--- src/rtl/cp0_exc_unit.sv ---
// -----------------------------------------------------------------------------
// cp0_exc_unit
//
// Coprocessor-0 register file plus the precise exception / interrupt / ERET
// commit point of the pipeline. It sits beside the MEM stage. It takes the
// exception, delay-slot, ERET and MTC0/MFC0 fields that the EX/MEM pipeline
// register hands over. From those it produces the pipeline-wide flush and the
// redirect PC.
//
// Registers implemented (address = {rd, sel}):
//   8'h40 BadVAddr  8'h48 Count  8'h58 Compare
//   8'h60 Status    8'h68 Cause  8'h70 EPC
// Any other address reads 0 and ignores writes.
//
// Ports
//   clk             clock
//   rst             asynchronous, active-low reset
//   ext_int[5:0]    level interrupt lines, already synchronous to clk
//   MEM_Valid       MEM holds a real instruction (bubbles never commit)
//   MEM_Exception   exception flagged for the MEM instruction
//   MEM_ExcCode     its exception code
//   MEM_isBD        MEM instruction is in a branch delay slot
//   MEM_PC          MEM instruction PC
//   badvaddr        faulting address (captured on AdEL/AdES)
//   MEM_eret_flush  MEM instruction is ERET
//   MEM_CP0WrEn     MTC0 in MEM
//   MEM_CP0Rd       MFC0 in MEM
//   MEM_CP0Addr     {rd[4:0], sel[2:0]}
//   MEM_GPR_RT      MTC0 write data
//   CP0Out          MFC0 read data (combinational, pre-edge value)
//   Exc_Flush       flush IF/ID/EX/MEM and PC this cycle
//   Exc_PC          redirect target while Exc_Flush=1
//   EPC_Out         current EPC
//   Int_Pending     an enabled interrupt is pending
// -----------------------------------------------------------------------------
module cp0_exc_unit #(
    parameter logic [31:0] EXC_VECTOR = 32'hbfc0_0380,
    parameter logic [31:0] STATUS_RST = 32'h0040_0000
) (
    input  logic        clk,
    input  logic        rst,
    input  logic [5:0]  ext_int,
    input  logic        MEM_Valid,
    input  logic        MEM_Exception,
    input  logic [4:0]  MEM_ExcCode,
    input  logic        MEM_isBD,
    input  logic [31:0] MEM_PC,
    input  logic [31:0] badvaddr,
    input  logic        MEM_eret_flush,
    input  logic        MEM_CP0WrEn,
    input  logic        MEM_CP0Rd,
    input  logic [7:0]  MEM_CP0Addr,
    input  logic [31:0] MEM_GPR_RT,
    output logic [31:0] CP0Out,
    output logic        Exc_Flush,
    output logic [31:0] Exc_PC,
    output logic [31:0] EPC_Out,
    output logic        Int_Pending
);

    localparam logic [7:0] ADDR_BADVADDR = 8'h40;
    localparam logic [7:0] ADDR_COUNT    = 8'h48;
    localparam logic [7:0] ADDR_COMPARE  = 8'h58;
    localparam logic [7:0] ADDR_STATUS   = 8'h60;
    localparam logic [7:0] ADDR_CAUSE    = 8'h68;
    localparam logic [7:0] ADDR_EPC      = 8'h70;

    localparam logic [4:0] CODE_INT  = 5'd0;
    localparam logic [4:0] CODE_ADEL = 5'd4;
    localparam logic [4:0] CODE_ADES = 5'd5;

    // ------------------------------------------------------------------
    // Architectural state. Status and Cause are kept as their writable or
    // updatable fields only. Constant bits are stitched in on read.
    // ------------------------------------------------------------------
    logic [31:0] badvaddr_reg, badvaddr_next;
    logic [31:0] count_reg,    count_next;
    logic [31:0] compare_reg,  compare_next;
    logic [31:0] epc_reg,      epc_next;
    logic [7:0]  status_im_reg,  status_im_next;
    logic        status_exl_reg, status_exl_next;
    logic        status_ie_reg,  status_ie_next;
    logic        cause_bd_reg,   cause_bd_next;
    logic        cause_ti_reg,   cause_ti_next;
    logic [1:0]  cause_ipsw_reg, cause_ipsw_next;
    logic [4:0]  cause_code_reg, cause_code_next;
    logic        tick_reg,       tick_next;

    // ------------------------------------------------------------------
    // Interrupt pending bits. IP[15:10] follow the hardware lines live.
    // The timer interrupt shares IP7 with ext_int[5].
    // ------------------------------------------------------------------
    logic [5:0] ip_hw;
    logic [7:0] ip_all;

    genvar gi;
    generate
        for (gi = 0; gi < 5; gi++) begin : g_ip_hw
            assign ip_hw[gi] = ext_int[gi];
        end
    endgenerate
    assign ip_hw[5] = ext_int[5] | cause_ti_reg;
    assign ip_all   = {ip_hw, cause_ipsw_reg};

    logic int_pending;
    assign int_pending = status_ie_reg & ~status_exl_reg & (|(ip_all & status_im_reg));
    assign Int_Pending = int_pending;

    // Read views of Status and Cause. BEV (bit 22) is hard-wired to 1.
    logic [31:0] status_val;
    logic [31:0] cause_val;
    assign status_val = {9'd0, 1'b1, 6'd0, status_im_reg, 6'd0, status_exl_reg, status_ie_reg};
    assign cause_val  = {cause_bd_reg, cause_ti_reg, 14'd0, ip_all, 1'b0, cause_code_reg, 2'b00};

    // ------------------------------------------------------------------
    // Commit arbitration. The priority order is interrupt, then exception,
    // then ERET, then MTC0. Each winner masks everything below it, so only
    // one take_* can be high. Nothing commits while reset is asserted.
    // This keeps the flush low during reset even if MEM still shows an
    // instruction.
    // ------------------------------------------------------------------
    logic commit_ok;
    logic take_int, take_exc, take_trap, take_eret, take_mtc0;
    logic [4:0] trap_code;

    assign commit_ok = rst & MEM_Valid;
    assign take_int  = commit_ok & int_pending;
    assign take_exc  = commit_ok & ~int_pending & MEM_Exception;
    assign take_trap = take_int | take_exc;
    assign take_eret = commit_ok & ~int_pending & ~MEM_Exception & MEM_eret_flush;
    assign take_mtc0 = commit_ok & ~int_pending & ~MEM_Exception & ~MEM_eret_flush & MEM_CP0WrEn;
    assign trap_code = take_int ? CODE_INT : MEM_ExcCode;

    logic wr_count, wr_compare, wr_status, wr_cause, wr_epc;
    assign wr_count   = take_mtc0 & (MEM_CP0Addr == ADDR_COUNT);
    assign wr_compare = take_mtc0 & (MEM_CP0Addr == ADDR_COMPARE);
    assign wr_status  = take_mtc0 & (MEM_CP0Addr == ADDR_STATUS);
    assign wr_cause   = take_mtc0 & (MEM_CP0Addr == ADDR_CAUSE);
    assign wr_epc     = take_mtc0 & (MEM_CP0Addr == ADDR_EPC);

    assign Exc_Flush = take_trap | take_eret;
    assign Exc_PC    = take_eret ? epc_reg : EXC_VECTOR;
    assign EPC_Out   = epc_reg;

    // ------------------------------------------------------------------
    // MFC0 read mux. It returns the current (pre-edge) register contents.
    // ------------------------------------------------------------------
    logic [31:0] rd_data;

    always_comb begin
        rd_data = 32'd0;
        unique case (MEM_CP0Addr)
            ADDR_BADVADDR: rd_data = badvaddr_reg;
            ADDR_COUNT:    rd_data = count_reg;
            ADDR_COMPARE:  rd_data = compare_reg;
            ADDR_STATUS:   rd_data = status_val;
            ADDR_CAUSE:    rd_data = cause_val;
            ADDR_EPC:      rd_data = epc_reg;
            default:       rd_data = 32'd0;
        endcase
    end

    assign CP0Out = (rst & MEM_CP0Rd) ? rd_data : 32'd0;

    // ------------------------------------------------------------------
    // Next-state logic
    // ------------------------------------------------------------------
    always_comb begin
        badvaddr_next   = badvaddr_reg;
        count_next      = count_reg;
        compare_next    = compare_reg;
        epc_next        = epc_reg;
        status_im_next  = status_im_reg;
        status_exl_next = status_exl_reg;
        status_ie_next  = status_ie_reg;
        cause_bd_next   = cause_bd_reg;
        cause_ti_next   = cause_ti_reg;
        cause_ipsw_next = cause_ipsw_reg;
        cause_code_next = cause_code_reg;
        tick_next       = ~tick_reg;

        // Count advances on every other edge. A software write takes
        // precedence and restarts the divide-by-two phase.
        if (wr_count) begin
            count_next = MEM_GPR_RT;
            tick_next  = 1'b0;
        end else begin
            count_next = count_reg + {31'd0, tick_reg};
        end

        // The timer interrupt is sticky. Writing Compare clears it, and
        // that clear beats a match on the same edge.
        if (wr_compare) begin
            compare_next  = MEM_GPR_RT;
            cause_ti_next = 1'b0;
        end else if (count_reg == compare_reg) begin
            cause_ti_next = 1'b1;
        end

        if (take_trap) begin
            cause_code_next = trap_code;
            status_exl_next = 1'b1;
            // A nested trap (EXL already set) keeps the original return
            // point so the outer handler can still ERET correctly.
            if (!status_exl_reg) begin
                epc_next      = MEM_isBD ? (MEM_PC - 32'd4) : MEM_PC;
                cause_bd_next = MEM_isBD;
            end
            if ((trap_code == CODE_ADEL) || (trap_code == CODE_ADES)) begin
                badvaddr_next = badvaddr;
            end
        end else if (take_eret) begin
            status_exl_next = 1'b0;
        end

        // BadVAddr has no software-writable bits, so it gets no write port.
        if (wr_status) begin
            status_im_next  = MEM_GPR_RT[15:8];
            status_exl_next = MEM_GPR_RT[1];
            status_ie_next  = MEM_GPR_RT[0];
        end
        if (wr_cause) begin
            cause_ipsw_next = MEM_GPR_RT[9:8];
        end
        if (wr_epc) begin
            epc_next = MEM_GPR_RT;
        end
    end

    // ------------------------------------------------------------------
    // State registers
    // ------------------------------------------------------------------
    always_ff @(posedge clk or negedge rst) begin
        if (!rst) begin
            badvaddr_reg   <= 32'd0;
            count_reg      <= 32'd0;
            compare_reg    <= 32'd0;
            epc_reg        <= 32'd0;
            status_im_reg  <= STATUS_RST[15:8];
            status_exl_reg <= STATUS_RST[1];
            status_ie_reg  <= STATUS_RST[0];
            cause_bd_reg   <= 1'b0;
            cause_ti_reg   <= 1'b0;
            cause_ipsw_reg <= 2'b00;
            cause_code_reg <= 5'd0;
            tick_reg       <= 1'b0;
        end else begin
            badvaddr_reg   <= badvaddr_next;
            count_reg      <= count_next;
            compare_reg    <= compare_next;
            epc_reg        <= epc_next;
            status_im_reg  <= status_im_next;
            status_exl_reg <= status_exl_next;
            status_ie_reg  <= status_ie_next;
            cause_bd_reg   <= cause_bd_next;
            cause_ti_reg   <= cause_ti_next;
            cause_ipsw_reg <= cause_ipsw_next;
            cause_code_reg <= cause_code_next;
            tick_reg       <= tick_next;
        end
    end

endmodule

--- config.mk ---
export PLATFORM = sky130hd
export DESIGN_NAME = cp0_exc_unit
export DESIGN_NICKNAME = d
export VERILOG_FILES = /design/src/rtl/cp0_exc_unit.sv
export SDC_FILE = /design/constraint.sdc
export NUM_CORES = 1
export LEC_CHECK = 0
export ABC_CLOCK_PERIOD_IN_PS = 7400
export CAP_MARGIN = 25
export CORE_ASPECT_RATIO = 2
export CORE_MARGIN = 8
export CORE_UTILIZATION = 45
export CTS_CLUSTER_DIAMETER = 200
export DETAILED_ROUTE_END_ITERATION = 7
export PLACE_DENSITY_LB_ADDON = 0.12
export REMOVE_ABC_BUFFERS = 1
export SYNTH_ARGS = -nofsm -noshare
export SYNTH_HDL_FRONTEND = slang
export SYNTH_SLANG_ARGS = --single-unit
--- constraint.sdc ---
create_clock -name clk -period 7.4 [get_ports clk]
set_input_delay 1.48 -clock clk [delete_from_list [all_inputs] [get_ports clk]]
set_output_delay 1.48 -clock clk [all_outputs]
set_load 0.01 [all_outputs]
==> flow_summary_export.csv <==
group,metric,value,unit
outcome,status,"finished clean",
sta,slew_headroom,0.361,
critical_path,worstPathArrival,4.71,ns
sta,fin_skew,0.00785,ns
clocking,cts_setup_buffers,0,
sta,holdWs,0.437,ns
global_route,grt_use_met1,0.261,
detailed_routing,drt-initial-drc-count,498,
floorplan,die_h,209,microns
synthesis,synth_area,8360,sq um
place,portBuffers,220,
finish,antenna_cells,0,
finish,nFillCells,1571,
power_and_ir_drop,fin_total_pwr,2400,uW
floorplan,rows,70,
worst_hold_path,hold_path_class,"reg -> reg",
clocking,root_buffer,"clkbuf_16",
global_route,globalRoute.totalOverflow,0,
floorplan,dieArea,23400,sq um
clocking,cts.sinks,148,
critical_path,path_cells,"clkdlybuf4s50_1 -> nor4_1 -> and3b_1 -> and2_1 -> buf_4 -> a222oi_1 -> a21oi_1 -> clkdlybuf4s50_1",
critical_path,slowest_stage,"and2_1",
synthesis,ys_seq_area_frac,0.443,
detailed_routing,drcViolationCount,0,
detailed_routing,firstDrtPassIters,8,
critical_path,critPathCaptureType,"primary output",
floorplan,ios,221,
place,globalplace.congestion,0.885,
power_and_ir_drop,pwr-share-seq,0.429,
clocking,cts_resized,0,
power_and_ir_drop,power.density,210,nW/um^2
global_route,grtUsageTotal,0.255,
clocking,ctsHoldBuffers,0,
place,place_hpwl,22000,microns
synthesis,avgSynthCellArea,10.2,sq um
sta,fin_tns_setup,0,ns
sta,timing.fmax,161,MHz
power_and_ir_drop,ir_worst_vdd,156,uV
job,cap_violations,0,
global_route,grt_use_met3,0.0526,
finish,utilization,0.627,
clocking,cts_buffers,17,
detailed_routing,vias,7586,
finish,seqCellArea,3700,sq um
critical_path,criticalPathCategory,"in -> out",
global_route,grt_most_used_layer,"met2",
clocking,clock_latency,0.42,ns
synthesis,yosys.area.top_type,"dfrtp_1",
critical_path,critPathMaxFanout,17,
synthesis,yosysTopAreaCellShare,0.443,
finish,mostFrequentLayoutCell,"clkdlybuf4s50_1",
finish,nNetsFinal,1150,
sta,setup_viol,0,
critical_path,critPathBufInv,3,
critical_path,critPathLaunchType,"input port",
global_route,grt_pass1_vias,8045,
critical_path,required,5.92,ns
synthesis,ys_ff_latch,148,
power_and_ir_drop,p_clk_frac,0.393,
clocking,clk_path_buf_depth,2,
synthesis,synthArstFlopShare,1.00,
sta,fin_crit_sh,0.837,
synthesis,synth.area.top_cells,"dfrtp_1, mux2_2, xnor2_1",
detailed_routing,wirelength,30000,microns
sta,finalHoldViolations,0,
global_route,grtUsageMet2,0.482,
synthesis,synth.distinct_cells,49,
detailed_routing,vias_per_cell,6.05,
synthesis,synth_edf_count,0,
global_route,grt_max_degree,62,
global_route,grt_pass1_wl,45900,microns
synthesis,synth_cells,823,
floorplan,fp.dieW,112,microns
floorplan,core,18200,sq um
critical_path,worst_path_dominant_cell_family,"simple AND/OR/NAND/NOR gates",
power_and_ir_drop,p_leak,0.00455,uW
finish,area_growth,36.6,%
sta,post-route-min-period,6.19,ns
sta,tightest_slew,0.955,ns
finish,mostFrequentLayoutCells,"clkdlybuf4s50_1, dfrtp_1, nor2_1, mux2_2, a21oi_1",
clocking,clk_pin_slew,0.06,ns
power_and_ir_drop,power.share.switching,0.262,
detailed_routing,ant_nets,0,
power_and_ir_drop,p_comb_frac,0.178,
clocking,cts_tree,"yes",
power_and_ir_drop,p_sw,629,uW
finish,drive_gt1_frac,0.138,
sta,rsz0062_at_grt,"no",
place,place_area,10800,sq um
clocking,htree_levels,4,
critical_path,crit_path_frequent_cell,"clkdlybuf4s50_1",
synthesis,synthFlopType,"dfrtp_1",
detailed_routing,post_drt_wl_per_cell,23.9,microns
floorplan,start_util,0.459,
finish,final_cell_area,11400,sq um
finish,multi_input_area,4410,sq um
synthesis,yosysWarnings,0,
power_and_ir_drop,power.internal,1770,uW
critical_path,max_stage_delay,0.64,ns
global_route,grt_antenna_before_repair,1,
sta,slew_viol_final,0,
==> cell type report <==
type	count	share of cell area
multi-input cells	608	0.387
flip-flops and latches	148	0.324
repair buffers	241	0.207
clock buffers	18	0.0376
well taps	216	0.0237
clock inverters	14	0.0184
inverters	8	0.00263
==> routing by layer <==
layer	vias up	share of wire
met3	58	0.061
met4	0	0.029
met1	3779	0.35
met5	-	0
met2	303	0.56
li1	3446	-
==> logic make-up after synthesis <==
kind of cell,synth area share
compound gates,0.167
fa+ha+maj,0.00449
mux,0.113
xor+xnor,0.0881
buf+inv,0.0311
flops,0.443
simple gates,0.153
==> path summary, 6_finish.rpt <==
check	startpoint	to	slack, ns	cells past startpoint
max	MEM_CP0Addr[1]	CP0Out[11]	1.21	8
min	tick_reg$_DFF_PN0_	tick_reg$_DFF_PN0_	0.44	1
max reg2reg	status_im_reg[4]$_DFFE_PN0P_	EPC_Out[27]$_DFFE_PN0P_	4.18	8
min reg2reg	tick_reg$_DFF_PN0_	tick_reg$_DFF_PN0_	0.44	1
max in group asynchronous	rst	compare_reg[17]$_DFFE_PN0P_	5.28	2
min in group asynchronous	rst	EPC_Out[12]$_DFFE_PN0P_	0.96	1
==> Yosys cell counts, drive strengths merged (7+ instances only) <==
cell	n
a31oi	9
buf	11
or3	17
and2	24
mux2	80
a221o	32
xnor2	56
dfrtp	148
xor2	28
clkbuf	48
nand4	15
inv	8
a22o	10
a222oi	9
a21oi	61
nand2	36
nor2	81
nand3	18
nor3	8
o21ai	7
a22oi	54
and3	11
==> per-stage QoR <==
step,setup slack [ns],std cells
3_3_place_gp,1.23,1221
4_1_cts,1.21,1253
2_1_floorplan,2.40,764
3_5_place_dp,1.19,1221
5_1_grt,0.931,1253
6_report,1.21,1253
==> power groups by stage <==
stage | Clock [uW] | Sequential, uW | Combinational [uW]
after global routing | 988 | 1040 | 460
final | 942 | 1030 | 428
after global placement | 0 | 1040 | 425
after floorplan | 0 | 1030 | 148
after CTS | 953 | 1030 | 433
after detailed placement | 0 | 1040 | 430
Note: power is estimated with default switching activity, not from simulation.
